$ cat src/rtl/keycode_tone_gen.sv
// rtl/keycode_tone_gen.sv - scan-code decoder, phase accumulator and ASR envelope producing PCM samples.
// Optional macro KEYCODE_TONE_TRIANGLE_EN selects a triangle waveform instead of the default square.
module keycode_tone_gen #(
    parameter int SAMPLE_W     = 16,
    parameter int ATTACK_STEP  = 8,
    parameter int RELEASE_STEP = 2
) (
    input  logic                       clock,
    input  logic                       reset,
    input  logic [7:0]                 key_code,
    input  logic                       sample_tick,
    output logic signed [SAMPLE_W-1:0] sample_out,
    output logic                       sample_valid,
    output logic                       note_active,
    output logic [3:0]                 note_index
);

    typedef enum logic [1:0] {
        S_IDLE,
        S_ATTACK,
        S_SUSTAIN,
        S_RELEASE
    } state_t;

    state_t      state, state_n;
    logic [7:0]  key_q;
    logic [23:0] phase, phase_n;
    logic [23:0] inc, inc_n;
    logic [7:0]  env, env_n;
    logic [3:0]  note_n;

    logic [3:0]  dec_idx;
    logic [23:0] dec_inc;
    logic        press, release_ev;
    logic [8:0]  env_up;
    logic [7:0]  env_dn;
    logic [15:0] wave;

    always_comb begin
        dec_idx = 4'd0;
        dec_inc = 24'd0;
        case (key_q)
            8'h2b: begin dec_idx = 4'd1; dec_inc = 24'd91447;  end
            8'h34: begin dec_idx = 4'd2; dec_inc = 24'd102642; end
            8'h33: begin dec_idx = 4'd3; dec_inc = 24'd115214; end
            8'h3b: begin dec_idx = 4'd4; dec_inc = 24'd122065; end
            8'h42: begin dec_idx = 4'd5; dec_inc = 24'd137014; end
            8'h4b: begin dec_idx = 4'd6; dec_inc = 24'd153791; end
            8'h4c: begin dec_idx = 4'd7; dec_inc = 24'd172623; end
            8'h52: begin dec_idx = 4'd8; dec_inc = 24'd182889; end
            default: begin dec_idx = 4'd0; dec_inc = 24'd0; end
        endcase
    end

    assign press      = (dec_idx != 4'd0) &&
                        ((dec_idx != note_index) || (state == S_RELEASE) || (state == S_IDLE));
    assign release_ev = (dec_idx == 4'd0) && ((state == S_ATTACK) || (state == S_SUSTAIN));
    assign env_up     = {1'b0, env} + 9'(ATTACK_STEP);
    assign env_dn     = (env <= 8'(RELEASE_STEP)) ? 8'd0 : env - 8'(RELEASE_STEP);
    assign note_active = (state != S_IDLE);

`ifdef KEYCODE_TONE_TRIANGLE_EN
    logic [7:0]         tri_t;
    logic signed [8:0]  tri_val;
    logic signed [17:0] tri_prod;
    always_comb begin
        tri_t    = phase[23] ? ~phase[22:15] : phase[22:15];
        tri_val  = $signed({1'b0, tri_t}) - 9'sd128;
        tri_prod = 18'(tri_val) * 18'($signed({1'b0, env}));
        wave     = tri_prod[15:0];
    end
`else
    logic [15:0] env_scaled;
    always_comb begin
        env_scaled = {1'b0, env, 7'b0};
        wave       = phase[23] ? (16'd0 - env_scaled) : env_scaled;
    end
`endif

    // Key events take priority over envelope stepping; phase always advances with the current inc.
    always_comb begin
        state_n = state;
        phase_n = sample_tick ? phase + inc : phase;
        inc_n   = inc;
        env_n   = env;
        note_n  = note_index;
        if (press) begin
            state_n = S_ATTACK;
            inc_n   = dec_inc;
            note_n  = dec_idx;
        end else if (release_ev) begin
            state_n = S_RELEASE;
        end else if (sample_tick) begin
            case (state)
                S_ATTACK: begin
                    if (env_up >= 9'd255) begin
                        env_n   = 8'd255;
                        state_n = S_SUSTAIN;
                    end else begin
                        env_n = env_up[7:0];
                    end
                end
                S_RELEASE: begin
                    env_n = env_dn;
                    if (env_dn == 8'd0) begin
                        state_n = S_IDLE;
                        note_n  = 4'd0;
                        inc_n   = 24'd0;
                        phase_n = 24'd0;
                    end
                end
                default: begin
                    env_n = env;
                end
            endcase
        end
    end

    always_ff @(posedge clock) begin
        if (reset) begin
            key_q        <= 8'hf0;
            state        <= S_IDLE;
            phase        <= 24'd0;
            inc          <= 24'd0;
            env          <= 8'd0;
            note_index   <= 4'd0;
            sample_out   <= '0;
            sample_valid <= 1'b0;
        end else begin
            key_q        <= key_code;
            state        <= state_n;
            phase        <= phase_n;
            inc          <= inc_n;
            env          <= env_n;
            note_index   <= note_n;
            sample_valid <= sample_tick;
            if (sample_tick) begin
                sample_out <= wave;
            end
        end
    end

endmodule

$ cat config.mk
export PLATFORM = sky130hd
export DESIGN_NAME = keycode_tone_gen
export DESIGN_NICKNAME = d
export VERILOG_FILES = /design/src/rtl/keycode_tone_gen.sv
export SDC_FILE = /design/constraint.sdc
export NUM_CORES = 1
export LEC_CHECK = 0
export CORE_ASPECT_RATIO = 2
export CORE_UTILIZATION = 64
export CTS_CLUSTER_DIAMETER = 120
export DETAILED_ROUTE_END_ITERATION = 7
export PLACE_DENSITY = 0.9
export SLEW_MARGIN = 20
export SYNTH_ARGS = -nofsm -noshare
export SYNTH_HDL_FRONTEND = slang
export SYNTH_SLANG_ARGS = --single-unit
$ cat constraint.sdc
create_clock -name clock -period 6.5 [get_ports clock]
set_clock_uncertainty 0.1 [all_clocks]
set_input_delay 0.65 -clock clock [delete_from_list [all_inputs] [get_ports clock]]
set_output_delay 0.65 -clock clock [all_outputs]
set_load 0.02 [all_outputs]
==> results of run 1 <==
metrics by stage:
stage,cell area [sq um],total power (uW),utilization
2_1_floorplan,4720,678,-
3_3_place_gp,4910,728,0.702
3_5_place_dp,4910,734,0.702
4_1_cts,5250,1300,0.751
5_1_grt,5250,1340,0.751
6_report,5250,1300,0.751
worst reg2reg max path: cells and delay by family, from the launching register on:
family	cells	cell delay [ps]
AO/OA/AOI/OAI	3	1230
AND/OR/NAND/NOR	3	1260
multiplexers	1	270
flip-flops	1	420
area by class of cell:
| class | count | area (sq um) | area share |
|---|---|---|---|
| Clock inverter | 5 | 103 | 0.0195 |
| Timing Repair Buffer | 27 | 265 | 0.0505 |
| Multi-Input combinational cell | 421 | 2960 | 0.564 |
| Tap cell | 90 | 113 | 0.0214 |
| Sequential cell | 74 | 1480 | 0.282 |
| Clock buffer | 10 | 239 | 0.0455 |
| Inverter | 24 | 90.1 | 0.0172 |
cell usage after synthesis, types with 5 or more instances:
cell	count
dfxtp_1	74
nor2_1	48
a21oi_1	37
ha_1	30
o21ai_0	27
nand2_1	26
inv_1	24
xnor2_1	20
clkbuf_1	16
a22o_1	15
nand2b_1	15
nand3_1	15
a211oi_1	11
nor2b_1	11
nor3_1	9
or3_1	9
a21o_1	8
and3_1	8
buf_4	8
a31oi_1	7
mux2i_1	7
o21a_1	7
o2bb2ai_1	7
or2_2	7
a311oi_1	6
buf_2	6
o211ai_1	6
xor2_1	5
kinds of logic (layout without fill, tap and decap cells):
kind of cell,after synthesis,in the layout
simple gates,181,181
compound gates,169,169
flops,74,74
buf+inv,59,66
fa+ha+maj,31,31
xor+xnor,25,25
mux,8,8
other cells,1,7
report_power, final:
part | switching [uW] | total, uW | internal [uW] | leakage, uW
clock | 185 | 567 | 382 | 0.000165
combinational | 141 | 238 | 96.4 | 0.00130
sequential | 23.8 | 492 | 468 | 0.000600
total | 350 | 1300 | 947 | 0.00207
worst paths after layout:
path | cells after the start | slack [ps] | endpoint
setup / recovery | 7 | 3080 | phase[23]$_SDFF_PP0_
hold / removal | 1 | 380 | inc[10]$_SDFFE_PP0P_
setup reg to reg | 7 | 3080 | phase[23]$_SDFF_PP0_
hold reg to reg | 1 | 380 | inc[10]$_SDFFE_PP0P_
layer usage:
| metal | track usage | wire length [um] |
|---|---|---|
| met2 | 0.605 | 6310 |
| met3 | 0.0507 | 406 |
| met4 | 0.273 | 871 |
| met5 | 0 | 0 |
| met1 | 0.292 | 4290 |
cell usage in the layout (no fill, tap or decap), types with 20 or more instances in the layout:
| master | instances |
|---|---|
| ha_1 | 30 |
| nor2_1 | 48 |
| nand2_1 | 26 |
| dfxtp_1 | 74 |
| xnor2_1 | 20 |
| clkdlybuf4s50_1 | 25 |
| inv_1 | 24 |
| a21oi_1 | 37 |
| o21ai_0 | 27 |
state kept, by name (all words and copies together), names as in the netlist:
name	count
state	2
note_index	4
inc	18
phase	24
env	8
key_q	8
sample_out	9
sample_valid	1
==> out/metrics.cfg, run 1 <==
[timing]
setup_ws_ps = 3080
fmax_mhz = 292
min_period_over_period = 0.526
finalHoldViolCount = 0
tightest_slew_ps = 1020
rsz0062_at_grt = no
hold_ws_ps = 378
slew_viol_final = 0
fin_tns_setup_ps = 0
finalCriticalPeriod_ps = 3420
setup_violations = 0
slew_headroom = 0.323

[critical_path]
worstPathArrival_ps = 3500
critPathLaunchType = register
critPathLaunch = key_q[4]$_SDFF_PP1_
crit_fanout = 13
worstSetupEndpointType = register
critical_path_class = register to register
path_cells = nor4b_1 -> mux2i_1 -> o21a_1 -> nor2_1 -> a221oi_4 -> a21oi_1 -> nor2_1
crit_family = simple AND/OR/NAND/NOR gates
max_stage_delay_ps = 840
required_ps = 6580
crit_slowest_cell = nor4b_1
cp_num_buf_inv = 0
reg2reg_from = key_q[4]$_SDFF_PP1_
crit_path_frequent_cell = nor2_1

[detailed_routing]
drt_iter0_drc = 231
dr.pass1.iters = 5
num_vias = 4220
wl_per_cell_um = 18.2
viasPerCell = 6.48
drtAntennaViolNets = 0
wirelength_um = 11900
drc = 0

[worst_hold_path]
hold_path.startpoint = inc[10]$_SDFFE_PP0P_
hp-class = register to register

[cts]
clk_latency_ps = 340
cts_tree = built
htree_levels = 3
cts.clk_slew.worst_paths_ps = 50
cts.sinks = 74
clockRootBuffer = clkbuf_16
cts.repair.resized = 0
clk_path_buf_depth = 2
cts_buffers = 9
post_cts_buffers = 0
cts_hold_buf = 0

[global_route]
grt_pass1_vias = 4196
grt_util_all_layers = 0.320
grt_max_degree = 51
antenna_found_initial = 0
grt_pass1_wl_um = 19100
grt_overflow = 0

[flow_run]
max-cap-violations = 0

[synth]
synthSimpleGateAreaFrac = 0.214
yosysWarnings = 0
async_reset_ff_frac = 0
syn-cell-area_sq_mm = 0.00470
synth_edf_count = 0
synth_cells = 548
muxShareOfSynthArea = 0.0173
ys_types = 71
synth_top_cells_by_area = dfxtp_1 (32%), ha_1 (8.0%), a21oi_1 (3.9%), nor2_1 (3.8%), xnor2_1 (3.7%)
ys_seq_area_frac = 0.315
ys.flop_type = dfxtp_1
synth_adder_area_share = 0.0841
yosysTopAreaCellShare = 0.315
synth-xor-area-share = 0.0466
synth_compound_area_frac = 0.262
synth_area_leader_cell = dfxtp_1
synth_top_family_by_area = compound AO/OA/AOI/OAI gates
avgSynthCellArea_sq_um = 8.58
synth-seq-cells = 74

[floorplan]
die_y_um = 123
io_pins = 33
core_region_area_sq_mm = 0.00699
start_util = 0.672
die-width_um = 62.6
num_rows = 43
die_area_sq_mm = 0.00771

[power_and_ir_drop]
p_leak_uw = 0.00207
peakVddDrop_mv = 0.240
power_density_mw_per_mm2 = 247

[final_layout]
fillers = 529
final_cells = 651
fin_nets = 599
drive_above_1_share = 0.0695
syn_to_final_growth_pct = 11.7
antenna_cells = 0

[placed_design]
dp_hpwl_um = 8710
place.gp.congestion = 0.932
preCtsSetupSlack_ps = 2980
dp_cells = 636
portBuffers = 25

[run_status]
outcome = finished clean

Power figures use the tool's default switching activity.
==> inputs of run 2 (changes only) <==
--- a/config.mk
+++ b/config.mk
@@ -6,10 +6,10 @@
 export NUM_CORES = 1
 export LEC_CHECK = 0
 export CORE_ASPECT_RATIO = 2
-export CORE_UTILIZATION = 64
+export CORE_UTILIZATION = 54
 export CTS_CLUSTER_DIAMETER = 120
 export DETAILED_ROUTE_END_ITERATION = 7
-export PLACE_DENSITY = 0.9
+export PLACE_DENSITY = 0.81
 export SLEW_MARGIN = 20
 export SYNTH_ARGS = -nofsm -noshare
 export SYNTH_HDL_FRONTEND = slang
==> constraint.sdc (replaced) <==
create_clock -name clock -period 2.9 [get_ports clock]
set_clock_uncertainty 0.1 [all_clocks]
set_input_delay 0.29 -clock clock [delete_from_list [all_inputs] [get_ports clock]]
set_output_delay 0.29 -clock clock [all_outputs]
set_load 0.02 [all_outputs]
==> run 2 against run 1 <==
  * Clock power rose by 94%
  * Largest power group unchanged
  * Largest cell class unchanged
  * Critical path type unchanged
  * Sequential share of layout area decreased by 1.2 points
  * Cell count increased by 6.1%
==> out/metrics.cfg, run 2 (synthesized netlist as in run 1, its figures left out) <==
[final_layout]
final_cell_mix = dfxtp_1 (70), nor2_1 (48), a21oi_1 (35)
reg.largest.list = phase x24, inc x18, sample_out x9
finish.instance_area_sq_mm = 0.00551
largest_register = phase
fin_nets = 630
postLayoutCoreUtil = 0.660
largest_reg_flops = 24
syn_to_final_growth_pct = 17.2
final_common_cell = dfxtp_1
antenna_cells = 0
drive_above_1_share = 0.140

[placed_design]
place_area_sq_mm = 0.00514
preCtsSetupSlack_ps = 65.4
portBuffers = 25
dp_hpwl_um = 10300
place.gp.congestion = 0.986

[detailed_routing]
wl_per_cell_um = 19.4
wirelength_um = 13400
drtAntennaViolNets = 0
drt_iter0_drc = 209
dr.pass1.iters = 4
drc = 0
viasPerCell = 6.38
num_vias = 4410

[global_route]
grt_max_degree = 33
antenna_found_initial = 0
grt_overflow = 0
grt_pass1_wl_um = 21100
grt_pass1_vias = 4425
grt_util_all_layers = 0.314

[floorplan]
die_y_um = 134
core_region_area_sq_mm = 0.00835
start_util = 0.563
num_rows = 47
die-width_um = 68.0
die_area_sq_mm = 0.00910
io_pins = 33

[worst_hold_path]
hp-class = register to register
hold_path.startpoint = phase[9]$_SDFF_PP0_

[critical_path]
worstSetupEndpointType = register
critPathLaunchType = register
crit_fanout = 15
reg2reg_from = key_q[5]$_SDFF_PP1_
worst-r2r-setup-slack_ps = 120
rr_worst_depth = 8
crit_end = env[4]$_SDFFE_PP0P_
reg2reg_to = env[4]$_SDFFE_PP0P_
critPathLaunch = key_q[5]$_SDFF_PP1_
worstPathArrival_ps = 2950
critical_path_class = register to register
required_ps = 3070

[timing]
slew_headroom = 0.574
fmax_mhz = 360
finalCriticalPeriod_ps = 2780
tightest_slew_ps = 634
setup_violations = 0
setup_ws_ps = 124
finalHoldViolCount = 0
slew_viol_final = 0
hold_ws_ps = 378
min_period_over_period = 0.957

[cts]
clockRootBuffer = clkbuf_16
cts_tree = built
cts_buffers = 9
clk_latency_ps = 340
htree_levels = 3
cts.sinks = 74
clk_path_buf_depth = 2
cts.clk_slew.worst_paths_ps = 60

[power_and_ir_drop]
power_density_mw_per_mm2 = 511
p_leak_uw = 0.00220
peakVddDrop_mv = 0.427
total_power_uw = 2810

[run_status]
outcome = finished clean

[flow_run]
max-cap-violations = 0

## run 2: changes by cell type in the layout (fill, tap and decap cells not counted), sizes merged
cell | previous run | this run
clkinv | 1 | 3
buf | 2 | 33
bufinv | 3 | 1
clkinvlp | 1 | 2
## run 2: repair_timing
item | CTS | global route
hold buffers | 0 | 0
endpoints found under the setup margin | 0 | 27
resized for setup | 0 | 16
setup buffers | 0 | 1
## run 2: critical path, cell delays in order, from the launching register on
cell	delay [ps]
dfxtp_1	420
or4bb_4	580
o32a_1	340
a21boi_0	170
o211a_2	300
o2bb2ai_1	140
buf_4	230
mux2_2	350
nor2_1	80
## run 2: cell type report
type	instances	area, sq um
Multi-Input combinational cell	421	3010
Clock inverter	6	67.6
Fill cell	711	2840
Tap cell	98	123
Timing Repair Buffer	58	498
Clock buffer	10	229
Inverter	24	90.1
Sequential cell	74	1490
## run 2: per-stage QoR
step                      std cells  setup TNS (ps)
after CTS                       690               0
after detailed placement        674               0
final                           691               0
after floorplan                 554               0
after global placement          674               0
after global routing            691           -1.40
## run 2: worst min path at each step
| stage | endpoint | slack (ps) | cells past startpoint |
|---|---|---|---|
| floorplan | key_q[4]$_SDFF_PP1_ | 290 | 1 |
| global placement | inc[10]$_SDFFE_PP0P_ | 360 | 1 |
| detailed placement | inc[13]$_SDFFE_PP0P_ | 360 | 1 |
| CTS | inc[13]$_SDFFE_PP0P_ | 380 | 1 |
| global route | inc[7]$_SDFFE_PP0P_ | 390 | 1 |
| finish | phase[9]$_SDFF_PP0_ | 380 | 2 |
## run 2: power breakdown
group / internal [uW] / switching [uW] / total, uW
clock: 667 / 437 / 1100
combinational: 260 / 363 / 623
sequential: 1050 / 36.8 / 1090
## run 2: metal layers
layer / wire (um) / global-route usage / vias up / share of wire
met5: 0 / 0 / - / 0
li1: - / - / 2079 / -
met2: 7310 / 0.555 / 120 / 0.55
met1: 4490 / 0.282 / 2146 / 0.34
met4: 1060 / 0.253 / 0 / 0.079
met3: 520 / 0.0774 / 65 / 0.039
==> inputs of run 3 (changes only) <==
--- a/config.mk
+++ b/config.mk
@@ -6,10 +6,10 @@
 export NUM_CORES = 1
 export LEC_CHECK = 0
 export CORE_ASPECT_RATIO = 2
-export CORE_UTILIZATION = 54
+export CORE_UTILIZATION = 60
 export CTS_CLUSTER_DIAMETER = 120
 export DETAILED_ROUTE_END_ITERATION = 7
-export PLACE_DENSITY = 0.81
+export PLACE_DENSITY = 0.85
 export SLEW_MARGIN = 20
 export SYNTH_ARGS = -nofsm -noshare
 export SYNTH_HDL_FRONTEND = slang
==> constraint.sdc (replaced) <==
create_clock -name clock -period 3.1 [get_ports clock]
set_clock_uncertainty 0.1 [all_clocks]
set_input_delay 0.31 -clock clock [delete_from_list [all_inputs] [get_ports clock]]
set_output_delay 0.31 -clock clock [all_outputs]
set_load 0.02 [all_outputs]
==> run 3 against run 2 <==
  * Cell count decreased by 1.6%
  * Wire length decreased by 5.4%
  * Count of clock-buffer cells in the layout increased by 1
  * Clock power about the same
  * Sequential power decreased by 6%
  * Critical path depth unchanged
  * Combinational power decreased by 7.2%
  * Non-clock buffer count decreased by 6
  * Power decreased by 2.9%
  * First-iteration DRC count increased by 21%
  * Sequential share of layout area increased by 0.31 points
  * Setup slack improved by 110 ps
==> out/metrics.cfg, run 3 (synthesized netlist as in run 1, its figures left out) <==
[global_route]
grt_max_degree = 39
antenna_found_initial = 0
grt_pass1_wl_um = 20500
grt_pass1_vias = 4398
grt_overflow = 0
grt_util_all_layers = 0.324

[cts]
cts_tree = built
clockRootBuffer = clkbuf_16
cts.clk_slew.worst_paths_ps = 60
cts.sinks = 74
cts_buffers = 9
clk_latency_ps = 330
htree_levels = 3
post_cts_buffers = 0
clk_path_buf_depth = 2

[detailed_routing]
drtAntennaViolNets = 0
drc = 0
num_vias = 4355
viasPerCell = 6.40
drt_iter0_drc = 253
wirelength_um = 12700
wl_per_cell_um = 18.6
dr.pass1.iters = 4

[flow_run]
max-cap-violations = 0

[critical_path]
required_ps = 3220
worstSetupEndpointType = register
crit_fanout = 15
cp_num_buf_inv = 1
path_cells = or4b_2 -> o32a_1 -> a21boi_0 -> o211a_2 -> o2bb2ai_1 -> buf_4 -> o21ai_0 -> a221oi_1
critPathLaunchType = register
max_stage_delay_ps = 750
worstPathArrival_ps = 2990
critical_path_class = register to register
critPathLaunch = key_q[5]$_SDFF_PP1_
crit_slowest_cell = or4b_2
crit_family = compound AO/OA/AOI/OAI gates
reg2reg_from = key_q[5]$_SDFF_PP1_

[final_layout]
final_cell_mix = dfxtp_1 (73), nor2_1 (48), a21oi_1 (37)
final_common_cell = dfxtp_1
fillers = 605
antenna_cells = 0
largest_reg_flops = 24
largest_register = phase
fin_nets = 624
postLayoutCoreUtil = 0.715
reg.largest.list = phase x24, inc x18, sample_out x9
syn_to_final_growth_pct = 15.5
drive_above_1_share = 0.111

[placed_design]
place.gp.congestion = 0.960
portBuffers = 25
dp_hpwl_um = 9490

[timing]
slew_headroom = 0.541
tightest_slew_ps = 687
rsz0062_at_grt = no
fin_tns_setup_ps = 0
slew_viol_final = 0
finalCriticalPeriod_ps = 2860
fmax_mhz = 349
min_period_over_period = 0.924
setup_violations = 0
finalHoldViolCount = 0

[power_and_ir_drop]
p_leak_uw = 0.00218
peakVddDrop_mv = 0.443
power_density_mw_per_mm2 = 503

[floorplan]
die_y_um = 127
die-width_um = 64.6
start_util = 0.618
io_pins = 33
core_region_area_sq_mm = 0.00760
num_rows = 45
die_area_sq_mm = 0.00821

[run_status]
outcome = finished clean

[worst_hold_path]
hp-class = register to register
hold_path.startpoint = inc[16]$_SDFFE_PP0P_

-- run 3: changes by cell type in the layout (fill, tap and decap cells not counted), sizes merged --
cell	delta
clkinv	-3
bufinv	+1
clkbuf	+1
buf	-6
-- run 3: worst register-to-register path: stages, from the launching register on --
cell and delay [ps]:
dfxtp_1 350, or4b_2 750, o32a_1 280, a21boi_0 200
o211a_2 290, o2bb2ai_1 130, buf_4 210, o21ai_0 110
a221oi_1 320
-- run 3: cell type report --
type                       instances  area (sq um)  area share
multi-input combinational        421          2960       0.545
tap                               94           118      0.0217
clock inverter                     4          75.1      0.0138
sequential                        74          1480       0.273
timing repair buffer              52           453      0.0834
inverter                          24          90.1      0.0166
clock buffer                      11           253      0.0465
-- run 3: final timing paths --
| kind | end | slack, ps | cells past startpoint |
|---|---|---|---|
| min reg2reg | inc[16]$_SDFFE_PP0P_ | 370 | 1 |
| min | inc[16]$_SDFFE_PP0P_ | 370 | 1 |
| max | env[5]$_SDFFE_PP0P_ | 240 | 8 |
| max reg2reg | env[5]$_SDFFE_PP0P_ | 240 | 8 |
-- run 3: report_power, final --
part / switching [uW] / internal, uW
registers: 36.8 / 982
logic: 339 / 239
clock network: 390 / 743
total: 766 / 1960
-- run 3: per-stage QoR --
step	setup WS, ps	total power, uW	instances	area, sq um	hold slack [ps]
after floorplan	237	1420	554	4720	314
after global placement	287	1580	665	5100	359
after detailed placement	223	1590	665	5100	358
after CTS	194	2730	680	5430	375
after global routing	20.8	2830	680	5430	392
final	236	2730	680	5430	374
-- run 3: metal layers --
metal | GRT usage | vias up | share of wire
met1 | 0.284 | 2073 | 0.34
met5 | 0 | - | 0
li1 | - | 2065 | -
met3 | 0.0580 | 76 | 0.034
met4 | 0.263 | 0 | 0.084
met2 | 0.612 | 141 | 0.54
-- run 3: timing repair --
item | in CTS | in global routing
resized for setup | 0 | 1
hold buffers | 0 | 0
endpoints found under the setup margin | 0 | 1
